`src/rtl/gpu_primloadseq_pkg.sv`:
```
// gpu_def: shared definitions for the primitive load sequencer.
//   - size parameter codes driven on o_loadSizeParam
//   - sequencer state encoding
//   - GP0 opcode bit positions and opcode-class decode helpers
//   - strobe bundle produced by the word planner
package gpu_def;

    // Size parameter codes (also the rect opcode bits [4:3] encoding)
    localparam logic [1:0] SIZE_VAR    = 2'd0;
    localparam logic [1:0] SIZE_1x1    = 2'd1;
    localparam logic [1:0] SIZE_8x8    = 2'd2;
    localparam logic [1:0] SIZE_16x16  = 2'd3;

    typedef enum logic [2:0] {
        ST_IDLE,
        ST_COLOR,
        ST_VERTEX,
        ST_UV,
        ST_SIZE,
        ST_FILL_COORD,
        ST_FILL_SIZE,
        ST_EMIT
    } state_t;

    // Opcode bit positions
    localparam int OP_GOURAUD_BIT = 4;   // polygon only
    localparam int OP_QUAD_BIT    = 3;   // polygon only
    localparam int OP_TEX_BIT     = 2;   // polygon and rect
    localparam int OP_SIZE_LSB    = 3;   // rect size code is bits [4:3]

    localparam logic [7:0] OP_FILL = 8'h02;

    typedef struct packed {
        logic       load_vertices;
        logic       load_uv;
        logic       load_rgb;
        logic       load_all_rgb;
        logic       load_coord1;
        logic       load_size;
        logic       load_rect_edge;
        logic       is_vertex_load_state;
        logic [1:0] size_param;
        logic [1:0] target_vertex;
    } strobe_t;

    function automatic logic is_poly(input logic [7:0] op);
        return op[7:5] == 3'b001;
    endfunction

    function automatic logic is_rect(input logic [7:0] op);
        return op[7:5] == 3'b011;
    endfunction

endpackage

```
`src/rtl/gpu_primloadseq_wordplan.sv`:
```
// gpu_primWordPlan: purely combinational word planner.
// Given the current state, the effective opcode and the vertex counter it
// returns the state/counter to move to on the next advance event (a word pop,
// or an accept while in EMIT) and the strobe set that goes with a pop in the
// current state. The caller gates the strobes with the actual pop.
//   i_state       current sequencer state
//   i_opcode      opcode in effect (head word while IDLE, latched otherwise)
//   i_vc          vertex counter 0..3
//   o_nextState   state after the advance event
//   o_nextVc      vertex counter after the advance event
//   o_strobe      register-file strobes for a pop in i_state
//   o_unsupported opcode in IDLE is not a recognised command
module gpu_primWordPlan
    import gpu_def::*;
(
    input  state_t      i_state,
    input  logic [7:0]  i_opcode,
    input  logic [1:0]  i_vc,
    output state_t      o_nextState,
    output logic [1:0]  o_nextVc,
    output strobe_t     o_strobe,
    output logic        o_unsupported
);

    logic       w_poly;
    logic       w_rect;
    logic       w_fill;
    logic       w_gouraud;
    logic       w_quad;
    logic       w_tex;
    logic [1:0] w_sizeCode;
    logic [1:0] w_slot;
    state_t     w_vtxDoneState;
    logic [1:0] w_vtxDoneVc;

    assign w_poly     = is_poly(i_opcode);
    assign w_rect     = is_rect(i_opcode);
    assign w_fill     = (i_opcode == OP_FILL);
    assign w_gouraud  = i_opcode[OP_GOURAUD_BIT];
    assign w_quad     = i_opcode[OP_QUAD_BIT];
    assign w_tex      = i_opcode[OP_TEX_BIT];
    assign w_sizeCode = i_opcode[OP_SIZE_LSB +: 2];

    // Vertex 3 of a quad reuses slot 0, forming triangle (v3,v1,v2)
    assign w_slot = (i_vc == 2'd3) ? 2'd0 : i_vc;

    // Polygon vertex finished (after VERTEX, or after UV when textured).
    // vc==3 means vertex 3 just finished: clear vc so the following EMIT
    // returns to IDLE instead of asking for v3 again.
    always_comb begin
        w_vtxDoneState = ST_EMIT;
        w_vtxDoneVc    = i_vc;
        if (i_vc == 2'd3) begin
            w_vtxDoneVc = 2'd0;
        end else if (i_vc == 2'd2) begin
            w_vtxDoneVc = 2'd3;
        end else begin
            w_vtxDoneVc    = i_vc + 2'd1;
            w_vtxDoneState = w_gouraud ? ST_COLOR : ST_VERTEX;
        end
    end

    always_comb begin
        o_nextState   = i_state;
        o_nextVc      = i_vc;
        o_strobe      = '0;
        o_unsupported = 1'b0;
        case (i_state)
            ST_IDLE: begin
                o_nextVc = 2'd0;
                if (w_poly) begin
                    o_strobe.load_rgb     = 1'b1;
                    o_strobe.load_all_rgb = ~w_gouraud;
                    o_nextState           = ST_VERTEX;
                end else if (w_rect) begin
                    o_strobe.load_rgb     = 1'b1;
                    o_strobe.load_all_rgb = 1'b1;
                    o_nextState           = ST_VERTEX;
                end else if (w_fill) begin
                    o_strobe.load_rgb     = 1'b1;
                    o_strobe.load_all_rgb = 1'b1;
                    o_nextState           = ST_FILL_COORD;
                end else begin
                    o_unsupported = 1'b1;
                    o_nextState   = ST_IDLE;
                end
            end
            ST_COLOR: begin
                o_strobe.load_rgb      = 1'b1;
                o_strobe.target_vertex = w_slot;
                o_nextState            = ST_VERTEX;
            end
            ST_VERTEX: begin
                o_strobe.load_vertices = 1'b1;
                if (w_rect) begin
                    // Fixed-size rects carry their size in the opcode, so
                    // the size load rides along with the vertex word.
                    if (w_sizeCode != SIZE_VAR) begin
                        o_strobe.load_size            = 1'b1;
                        o_strobe.load_rect_edge       = 1'b1;
                        o_strobe.is_vertex_load_state = 1'b1;
                        o_strobe.size_param           = w_sizeCode;
                    end
                    if (w_tex)
                        o_nextState = ST_UV;
                    else
                        o_nextState = (w_sizeCode == SIZE_VAR) ? ST_SIZE : ST_EMIT;
                end else begin
                    o_strobe.target_vertex = w_slot;
                    if (w_tex) begin
                        o_nextState = ST_UV;
                    end else begin
                        o_nextState = w_vtxDoneState;
                        o_nextVc    = w_vtxDoneVc;
                    end
                end
            end
            ST_UV: begin
                o_strobe.load_uv = 1'b1;
                if (w_rect) begin
                    o_nextState = (w_sizeCode == SIZE_VAR) ? ST_SIZE : ST_EMIT;
                end else begin
                    o_strobe.target_vertex = w_slot;
                    o_nextState            = w_vtxDoneState;
                    o_nextVc               = w_vtxDoneVc;
                end
            end
            ST_SIZE: begin
                o_strobe.load_size      = 1'b1;
                o_strobe.load_rect_edge = 1'b1;
                o_strobe.size_param     = SIZE_VAR;
                o_nextState             = ST_EMIT;
            end
            ST_FILL_COORD: begin
                o_strobe.load_coord1 = 1'b1;
                o_nextState          = ST_FILL_SIZE;
            end
            ST_FILL_SIZE: begin
                o_strobe.load_size  = 1'b1;
                o_strobe.size_param = SIZE_VAR;
                o_nextState         = ST_EMIT;
            end
            ST_EMIT: begin
                // Taken only on accept: a quad with vc==3 still owes vertex 3
                if (w_poly && w_quad && (i_vc == 2'd3)) begin
                    o_nextState = w_gouraud ? ST_COLOR : ST_VERTEX;
                end else begin
                    o_nextState = ST_IDLE;
                    o_nextVc    = 2'd0;
                end
            end
            default: begin
                o_nextState = ST_IDLE;
                o_nextVc    = 2'd0;
            end
        endcase
    end

endmodule

```
`src/rtl/gpu_primloadseq.sv`:
```
// gpu_primloadseq: GP0 command-word sequencer feeding the primitive register
// file. Pops polygon / rectangle / fill command words from the command FIFO,
// drives per-word load strobes, then offers the finished primitive to the
// rasterizer with a valid/accept handshake. Unknown opcodes are popped and
// flagged with a one-cycle o_unsupported pulse.
//   i_clk, i_nRst         clock, asynchronous active-low reset
//   i_fifoValid/Data      FIFO head word (data also goes straight to the RF)
//   o_fifoPop/validData   pop this cycle / RF write qualifier (identical)
//   o_command             head opcode in IDLE, latched opcode otherwise
//   o_targetVertex        vertex slot 0..2
//   o_load*, o_isVertexLoadState, o_loadSizeParam   RF strobes
//   o_primValid/i_primAccept   primitive handshake to the rasterizer
//   o_unsupported         pulse after an unsupported opcode was dropped
module gpu_primloadseq
    import gpu_def::*;
(
    input  logic        i_clk,
    input  logic        i_nRst,
    input  logic        i_fifoValid,
    input  logic [31:0] i_fifoData,
    output logic        o_fifoPop,
    output logic        o_validData,
    output logic [7:0]  o_command,
    output logic [1:0]  o_targetVertex,
    output logic        o_loadVertices,
    output logic        o_loadUV,
    output logic        o_loadRGB,
    output logic        o_loadAllRGB,
    output logic        o_loadCoord1,
    output logic        o_loadSize,
    output logic        o_loadRectEdge,
    output logic        o_isVertexLoadState,
    output logic [1:0]  o_loadSizeParam,
    output logic        o_primValid,
    input  logic        i_primAccept,
    output logic        o_unsupported
);

    state_t     r_state;
    logic [1:0] r_vc;
    logic [7:0] r_opcode;
    logic       r_primValid;
    logic       r_unsupported;

    logic [7:0] w_opcode;
    state_t     w_planState;
    logic [1:0] w_planVc;
    strobe_t    w_planStrobe;
    logic       w_planUnsup;
    logic       w_pop;
    logic       w_accept;
    logic       w_advance;
    state_t     w_stateNext;
    logic [1:0] w_vcNext;
    strobe_t    w_strobe;
    logic       w_unusedData;

    // The payload bits are consumed by the register file, not here
    assign w_unusedData = ^i_fifoData[23:0];

    assign w_opcode = (r_state == ST_IDLE) ? i_fifoData[31:24] : r_opcode;

    gpu_primWordPlan u_plan (
        .i_state       (r_state),
        .i_opcode      (w_opcode),
        .i_vc          (r_vc),
        .o_nextState   (w_planState),
        .o_nextVc      (w_planVc),
        .o_strobe      (w_planStrobe),
        .o_unsupported (w_planUnsup)
    );

    // Every state except EMIT consumes a word; i_nRst in the term forces
    // all strobes low combinationally while reset is held.
    assign w_pop       = i_nRst & i_fifoValid & (r_state != ST_EMIT);
    assign w_accept    = (r_state == ST_EMIT) & i_primAccept;
    assign w_advance   = w_pop | w_accept;
    assign w_stateNext = w_advance ? w_planState : r_state;
    assign w_vcNext    = w_advance ? w_planVc : r_vc;
    assign w_strobe    = w_pop ? w_planStrobe : '0;

    always_ff @(posedge i_clk or negedge i_nRst) begin
        if (!i_nRst) begin
            r_state       <= ST_IDLE;
            r_vc          <= 2'd0;
            r_opcode      <= 8'h00;
            r_primValid   <= 1'b0;
            r_unsupported <= 1'b0;
        end else begin
            r_state       <= w_stateNext;
            r_vc          <= w_vcNext;
            r_primValid   <= (w_stateNext == ST_EMIT);
            r_unsupported <= w_pop & w_planUnsup;
            if (w_pop && (r_state == ST_IDLE))
                r_opcode <= i_fifoData[31:24];
        end
    end

    assign o_fifoPop           = w_pop;
    assign o_validData         = w_pop;
    assign o_command           = w_opcode;
    assign o_targetVertex      = w_strobe.target_vertex;
    assign o_loadVertices      = w_strobe.load_vertices;
    assign o_loadUV            = w_strobe.load_uv;
    assign o_loadRGB           = w_strobe.load_rgb;
    assign o_loadAllRGB        = w_strobe.load_all_rgb;
    assign o_loadCoord1        = w_strobe.load_coord1;
    assign o_loadSize          = w_strobe.load_size;
    assign o_loadRectEdge      = w_strobe.load_rect_edge;
    assign o_isVertexLoadState = w_strobe.is_vertex_load_state;
    assign o_loadSizeParam     = w_strobe.size_param;
    assign o_primValid         = r_primValid;
    assign o_unsupported       = r_unsupported;

endmodule

```
`config.mk`:
```
export PLATFORM = sky130hd
export DESIGN_NAME = gpu_primloadseq
export DESIGN_NICKNAME = d
export VERILOG_FILES = /design/src/rtl/gpu_primloadseq_pkg.sv /design/src/rtl/gpu_primloadseq_wordplan.sv /design/src/rtl/gpu_primloadseq.sv
export SDC_FILE = /design/constraint.sdc
export NUM_CORES = 1
export LEC_CHECK = 0
export ABC_AREA = 1
export BUFFER_PORTS_ARGS = -buffer_cell sky130_fd_sc_hd__buf_2
export CAP_MARGIN = 30
export CORE_ASPECT_RATIO = 0.5
export CORE_MARGIN = 5
export CORE_UTILIZATION = 34
export CTS_BUF_LIST = sky130_fd_sc_hd__clkbuf_4 sky130_fd_sc_hd__clkbuf_8 sky130_fd_sc_hd__clkbuf_16
export CTS_CLUSTER_SIZE = 25
export DETAILED_ROUTE_END_ITERATION = 12
export SYNTH_ARGS = -nofsm -noshare
export SYNTH_HDL_FRONTEND = slang
export SYNTH_SLANG_ARGS = --single-unit
export TNS_END_PERCENT = 10
```
`constraint.sdc`:
```
create_clock -name i_clk -period 1.5 [get_ports i_clk]
set_input_delay 0.15 -clock i_clk [delete_from_list [all_inputs] [get_ports i_clk]]
set_output_delay 0.15 -clock i_clk [all_outputs]
set_load 0.02 [all_outputs]
```
* After elaboration in Yosys (flattened, before gate mapping)
Cells that the tools add are included.
** Cells by class
- Add/subtract/negate cells :: 1
- Equality and inequality tests :: 18
- Mux-type cells :: 44
- Bitwise logic cells :: 6
- Reduce and logical (&&, ||, !) cells :: 10
** Operator list (number)
- $mux 3 :: 11
- $mux 2 :: 14
- $pmux 3 s7 :: 1
- $eq 3x3->1 const B :: 5
- $mux 12 :: 1
- $mux 5 :: 2
- $eq 3x2->1 const B :: 3
- $mux 1 :: 9
- $eq 8x2->1 const B :: 1
- $mux 8 :: 1
- $ne 2x2->1 const B :: 4
- $pmux 2 s4 :: 1
- $eq 3x1->1 const B :: 2
- $pmux 1 s2 :: 3
- $reduce_and 6->1 :: 1
- $and 1x1->1 :: 4
- $eq 2x2->1 const B :: 2
- $pmux 2 s2 :: 1
- $reduce_bool 4->1 :: 1
- $reduce_or 2->1 :: 2
- $logic_and 1x1->1 :: 3
- $logic_not 3->1 :: 1
- $ne 3x3->1 const B :: 1
- $add 2x1->2 const B :: 1
- 4 further kinds :: 4
** Storage, ports and cells
- Register bits :: 15
- Bits of input ports :: 36
- Output and inout port bits :: 24
- Word-level logic and storage cells :: 84

* Depth between registers and ports, before layout
Gate-level depths: netlist (run 1).
- Depth after elaboration :: 10
- Depth in mapped cells :: 13
- Mapped depth without buffers :: 13

* Cells and area by module
Synthesis (run 1) repeated with hierarchy kept, for this count alone.
** Unflattened totals
- Cell total of the unflattened synthesis :: 231
- Area total of the unflattened synthesis :: 1398.8 sq um
** By module, submodules not included
- gpu_primloadseq :: instances 1, cells an instance 118, area each 840.8 sq um, seq. area each 375.4 sq um
- gpu_primWordPlan :: instances 1, cells an instance 113, area each 558.0 sq um, seq. area each 0.0 sq um

* Worst setup path after synthesis (run 1)
Ideal clock, no wire load.
- Path type :: register -> output
- Start :: register r_state[2]
- End :: output o_loadRectEdge
- Arrival time :: 2.135 ns
- Data required time :: 1.350 ns
- Path slack :: -0.785 ns
- Stages on the path, launching flop included :: 9
- Buffers on the path :: 1
- Cells stage by stage :: dfrtp_1 nor2_4 buf_6 inv_2 nor3_1 nand2_1 nor2_1 inv_1 o21ai_0
** On the way
- Word-level cells in the longest chain between the ends :: 7
- Elaborated cells between the ends (all ways) :: 12
- Classes of those cells :: 4 x eq/ne; 5 x mux; 1 x bitwise; 2 x reduce/logical
** Ends and longest elaborated chain
- from (decl) :: RTL line gpu_primloadseq.sv:39 : state_t r_state;
- from (signal assigned) :: RTL line gpu_primloadseq.sv:90 : r_state <= w_stateNext;
- $logic_not 3->1 :: RTL line gpu_primloadseq.sv:61 : assign w_opcode = (r_state == ST_IDLE) ? i_fifoData[31:24] : r_opcode;
- $mux 8 :: RTL line gpu_primloadseq.sv:61
- $reduce_bool 2->1 :: RTL line gpu_primloadseq_wordplan.sv:98 : if (w_sizeCode != SIZE_VAR) begin
- $mux 5 :: RTL line gpu_primloadseq_wordplan.sv:98
- $mux 5 :: RTL line gpu_primloadseq_wordplan.sv:95 : if (w_rect) begin
- $pmux 1 s2 :: RTL line gpu_primloadseq_wordplan.sv:68 : case (i_state)
- $mux 12 * :: RTL line gpu_primloadseq.sv:80 : assign w_strobe = w_pop ? w_planStrobe : '0;
- to (decl) :: RTL line gpu_primloadseq.sv:31 : output logic o_loadRectEdge,
Mark *: on every way between the ends. The rest lies on a longest branch, timed or not.

* Final worst setup path (run 1)
- Start :: register r_state[0]
- End :: output o_loadRectEdge
The elaborated chain is that of the path after synthesis.

==> results.ini, run 1 <==
[synth]
ys_seq_area_share_pct=28.7
synth_area_per_cell_um2=6.78
yosys-mux-area-fraction_pct=0
ys.warnings.count=0
synth_top_family_by_area=simple AND/OR/NAND/NOR gates
synth_flop_cell=dfrtp_1
synth-adder-area-share_pct=3.82
syn_inst=193
ys_seq_elements=15
synthTopCellsByArea=dfrtp_1 (29%), nand2_1 (15%), inv_1 (8.6%), nor2_1 (5.7%), nor2_4 (4.3%)
syn-cell-area_mm2=0.00131
synth.most_common_cell=nand2_1
synth_cell_type_count=28
postSynthNetCount=233
synth_compound_area_share_pct=10.0
async_flop_share_pct=100
synth_top_cell_area_share_pct=28.7
synth_xor_area_share_pct=0
synthTopCellsByCount=nand2_1 (52), inv_1 (30), nor2_1 (20), dfrtp_1 (15)
synth-edff-count=0
yosysTopAreaCell=dfrtp_1
synth-simple-area-share_pct=43.6

[global_route]
grt_pass1_wl_um=6800
grt_pass1_vias=1432
grtUsageTotal_pct=16.5
grt_max_degree=17
grt_overflow_total=0
antenna_found_initial=0

[setup_path]
rr_startpoint=r_state[0]
worst_setup_path_end_kind=output pin
crit_arrival_ps=1860
cp_cell_sequence=nor2_4, buf_12, nand2_8, nand2_4, nand2_4, inv_4, nand3_4, inv_2, nand2_4, nor2_4, inv_2, o21ai_4, buf_6
slowest_delay_ps=410
cp_slowest_cell=dfrtp_1
start_kind=flip-flop
r2r_slack_ps=-330
cp.required_ps=1350
path_delay_family=simple AND/OR/NAND/NOR gates
cp_max_fo=7
critPathKind=reg -> out
timing.rr.end=r_state[0]
ff2ff_path_depth=14
cp_num_buf_inv=5
path_common_cell=nand2_4

[timing]
timing.final.crit_share_pct=134
drv_slew=0
min_period_ps=2010
slew_headroom_pct=78.1
postLayoutSetupSlackWorst_ps=-512
setup_viol=28
clock_skew_ps=4.83
final_hold_viol_count=0
tightest_slew_ps=328
tns_ps=-8370
fmax_mhz=497
rsz0062_at_grt=true

[finish]
nFillCells=293
drive_gt1_share_pct=56.9
fin_util_pct=65.3
diodes=0
area_delta_synth_final_pct=78.0
stdcell_count=334
nets=324

[floorplan]
ios=60
core-area_mm2=0.00357
start_util_pct=36.7
dieArea_mm2=0.00527
die_w_um=97.7
die_h_um=53.9
rows=15

[detailed_routing]
dr_total_vias=1480
drc=0
dr.pass1.iters=4
routedWlPerCell_um=12.3
ant_nets=0
vias_per_cell=4.43
first_iter_violations=57
wl_um=4100

[power_and_ir_drop]
p_clk_share_pct=7.0
internal-power_mw=2.52
p_comb_share_pct=78.6
p_seq_share_pct=14.4
power.total_mw=4.86
power.leakage_nw=1.23
powerDensity_mw_per_mm2=2080
power.net_switching_mw=2.33
ir_drop_mv=1.23
switching_share_pct=48.0

[outcome]
status=complete, but fails checks
violations=negative setup slack

[cts]
cts.sink_count=15
path_clk_slew_ps=70
clk_latency_ps=250
clock_path_buffers=2
cts_tree=done
cts_max_level=1
cts-root-buf=clkbuf_8
cts_inserted_buffers=3

[placement]
port_buffers=35
preCtsSetupSlack_ps=-328
place_inst=318
dpl.hpwl_um=3080
gp_congestion=0.823

[worst_hold_path]
holdPathStages=3
min_from=i_fifoData[29]
hold_class=in -> reg
holdPathEnd=r_opcode[5]

[run]
maxCapViolCount=0

[how the worst max path moves through the flow]
stage | slack (ps) | to | cells after the start | startpoint
finish | -510 | o_loadRectEdge | 13 | r_state[0]
global route | -630 | o_loadRectEdge | 13 | r_state[0]
CTS | -540 | o_loadAllRGB | 11 | r_state[2]
detailed placement | -330 | o_loadRectEdge | 13 | r_state[0]
global placement | -290 | o_loadRectEdge | 13 | r_state[0]
floorplan | -180 | o_loadAllRGB | 10 | r_state[0]
[cell usage in the layout, fill, tap and decap left out, drive strengths merged, types with 3 or more instances in the layout]
cell / n
nand3: 12
nor2: 28
inv: 37
buf: 88
nand2: 63
clkbuf: 4
o21ai: 13
nand3b: 4
a21oi: 5
dfrtp: 15
nor3: 3
ha: 4
[through the flow]
stage / hold slack (ps) / cell area (um^2)
floorplan: -146 / 1400
global placement: 143 / 1930
detailed placement: 148 / 1930
CTS: 119 / 2200
global route: 132 / 2330
finish: 130 / 2330
[area by class of cell]
type / count / area (um^2) / area share [%]
multi-input cells: 137 / 945 / 40.5
repair buffers: 90 / 749 / 32.2
flip-flops and latches: 15 / 377 / 16.2
inverters: 37 / 149 / 6.39
well taps: 51 / 63.8 / 2.74
clock inverters: 1 / 5.00 / 0.215
clock buffers: 3 / 41.3 / 1.77
[sequential cells by signal (all words and copies together), names as in the netlist]
register and cells:
r_opcode 8, o_unsupported 1, r_vc 2, o_primValid 1, r_state 3
[worst min-delay path, delay by kind of cell]
family | cells | cell delay (ps)
compound gates | 1 | 60
buf+inv | 1 | 90
simple gates | 1 | 40
[power groups by stage]
stage          registers, mW  clock network [mW]  logic [mW]
2_1_floorplan          0.729                   0        1.81
3_3_place_gp           0.688                   0        3.03
3_5_place_dp           0.697                   0        3.04
4_1_cts                0.689               0.354        3.54
5_1_grt                0.722               0.368        4.13
6_report               0.699               0.338        3.82
[metal layers]
layer,routed length (um),part of all wire (%),track usage [%]
met5,0,0,0
met4,0,0,2.07
met3,213,5.2,3.75
met2,1900,46,28.9
met1,1990,49,21.8
[cell families (layout without fill, tap and decap cells)]
family / count (synthesis) / after routing
buf+inv: 42 / 131
flops: 15 / 15
compound gates: 22 / 22
fa+ha+maj: 4 / 4
simple gates: 110 / 111
[what timing repair did]
action / in CTS / in global routing
setup buffers: 6 / 3
pin swaps: 7 / 11
hold endpoints to repair: 15 / 0
setup endpoints to repair: 33 / 37
resized for setup: 45 / 30
cloned: 1 / 1
hold buffers: 1 / 0
No activity file was read; power rests on OpenSTA's default activity.
==> inputs of run 2 (changes only) <==
--- a/config.mk
+++ b/config.mk
@@ -14,6 +14,7 @@
 export CTS_BUF_LIST = sky130_fd_sc_hd__clkbuf_4 sky130_fd_sc_hd__clkbuf_8 sky130_fd_sc_hd__clkbuf_16
 export CTS_CLUSTER_SIZE = 25
 export DETAILED_ROUTE_END_ITERATION = 12
+export PLACE_DENSITY = 0.66
 export SYNTH_ARGS = -nofsm -noshare
 export SYNTH_HDL_FRONTEND = slang
 export SYNTH_SLANG_ARGS = --single-unit
==> run 2 against run 1 <==
Net effect:
- the run still ends with negative setup slack left
- non-clock buffer count is 2 lower
- first-iteration DRC count is 61% higher
- register-to-register slack worse by 50 ps
- critical path depth is 2 lower
- core utilization is 0.25 points lower
- critical endpoint is now o_loadAllRGB
- largest cell class unchanged
==> results.ini, run 2 (synthesis results as in run 1) <==
[finish]
area_delta_synth_final_pct=77.3
max_flop_register=r_opcode
reg_top3=r_opcode (8), r_state (3), r_vc (2)
final_common_cell=buf_4
drive_gt1_share_pct=56.6
fin_area_mm2=0.00232
nets=322
diodes=0
largest_reg_flops=8
final_cell_mix=buf_4 (44), nand2_1 (37), inv_1 (26)

[power_and_ir_drop]
powerDensity_mw_per_mm2=2130
ir_drop_mv=1.17
power.leakage_nw=1.24
power.total_mw=4.94

[floorplan]
start_util_pct=36.7
ios=60
die_w_um=97.7
dieArea_mm2=0.00527
rows=15
die_h_um=53.9
core-area_mm2=0.00357

[global_route]
grtUsageTotal_pct=18.3
grt_pass1_vias=1582
grt_overflow_total=0
antenna_found_initial=0
grt_max_degree=17
grt_pass1_wl_um=7510

[setup_path]
path_delay_family=simple AND/OR/NAND/NOR gates
cp_num_buf_inv=2
cp_slowest_cell=dfrtp_1
slowest_delay_ps=410
critPathKind=reg -> out
cp.required_ps=1350
crit_arrival_ps=1900
cp_cell_sequence=nor2_4, buf_12, nand3_4, nand2_4, nand2_4, nor2_4, nand2_2, o21ai_2, nand2_2, a21oi_4, buf_6
worst_setup_path_end_kind=output pin
cp_max_fo=6
start_kind=flip-flop

[timing]
rsz0062_at_grt=true
drv_slew=0
final_hold_viol_count=0
setup_viol=36
clock_skew_ps=8.86
postLayoutSetupSlackWorst_ps=-547
timing.final.crit_share_pct=136
min_period_ps=2050
tightest_slew_ps=286
fmax_mhz=488
slew_headroom_pct=80.8

[cts]
cts_max_level=1
cts_inserted_buffers=3
clk_latency_ps=250
clock_path_buffers=2
cts.sink_count=15
cts_tree=done
path_clk_slew_ps=60
cts-root-buf=clkbuf_8

[detailed_routing]
routedWlPerCell_um=14.4
first_iter_violations=92
dr_total_vias=1575
dr.pass1.iters=4
drc=0
wl_um=4790
vias_per_cell=4.74
ant_nets=0

[outcome]
status=complete, but fails checks
violations=negative setup slack

[worst_hold_path]
hold_class=in -> reg

[placement]
dpl_cell_area_mm2=0.00194
dpl.hpwl_um=3340
port_buffers=35
gp_congestion=0.887

[run]
maxCapViolCount=0

-- run 2: final timing paths --
path | from | endpoint | slack, ps | cells past startpoint
worst min register to register | r_opcode[1] | r_opcode[1] | 510 | 2
worst max register to register | r_state[0] | r_state[0] | -380 | 14
worst min-delay path | i_fifoData[26] | r_opcode[2] | 130 | 3
max in group asynchronous | i_nRst | r_state[1] | 880 | 3
min in group asynchronous | i_nRst | r_opcode[2] | 420 | 3
worst max-delay path | r_state[0] | o_loadAllRGB | -550 | 11
-- run 2: cell type report --
cell class	instances	area (um^2)
clock buffer	4	48.8
fill	281	1240
inverter	37	149
multi-input combinational	137	981
sequential	15	377
tap	51	63.8
timing repair buffer	88	702
-- run 2: report_power, final --
part | switching [mW] | leakage, nW | internal, mW | total [mW]
logic | 2.19 | 1.03 | 1.70 | 3.89
registers | 0.114 | 0.179 | 0.589 | 0.703
clock network | 0.143 | 0.0262 | 0.206 | 0.349
total | 2.45 | 1.24 | 2.49 | 4.94
-- run 2: worst reg2reg max path, cell delays in order, from the launching register on --
cell	delay, ps
dfrtp_1	410
nor2_4	190
buf_12	160
nand2_8	80
nand2_4	80
nand2_4	70
inv_4	70
nand3_4	80
buf_4	170
nand3_1	70
nand2_1	50
nand2_1	50
nand2_1	60
o21ai_2	160
inv_1	70
-- run 2: per-layer routing --
metal	GRT usage (%)	share of wire, %	wire [um]
met1	21.4	43	2070
met2	34.5	50	2390
met3	3.49	3.9	189
met4	6.90	2.9	138
met5	0	0	0
-- run 2: timing repair --
action	4_1_cts	5_1_grt
gates cloned	1	0
hold buffers	1	0
setup endpoints to repair	36	36
hold endpoints to repair	15	0
pin swaps	14	5
resized for setup	51	21
buffers inserted	6	1
-- run 2: stage by stage --
stage	setup WS, ps	cells	setup TNS, ps	hold slack, ps	utilization [%]
2_1_floorplan	-183	193	-1690	-146	-
3_3_place_gp	-368	319	-3940	146	54.5
3_5_place_dp	-388	319	-4760	158	54.5
4_1_cts	-521	331	-10170	126	62.7
5_1_grt	-621	332	-13730	147	65.1
6_report	-547	332	-11040	128	65.1
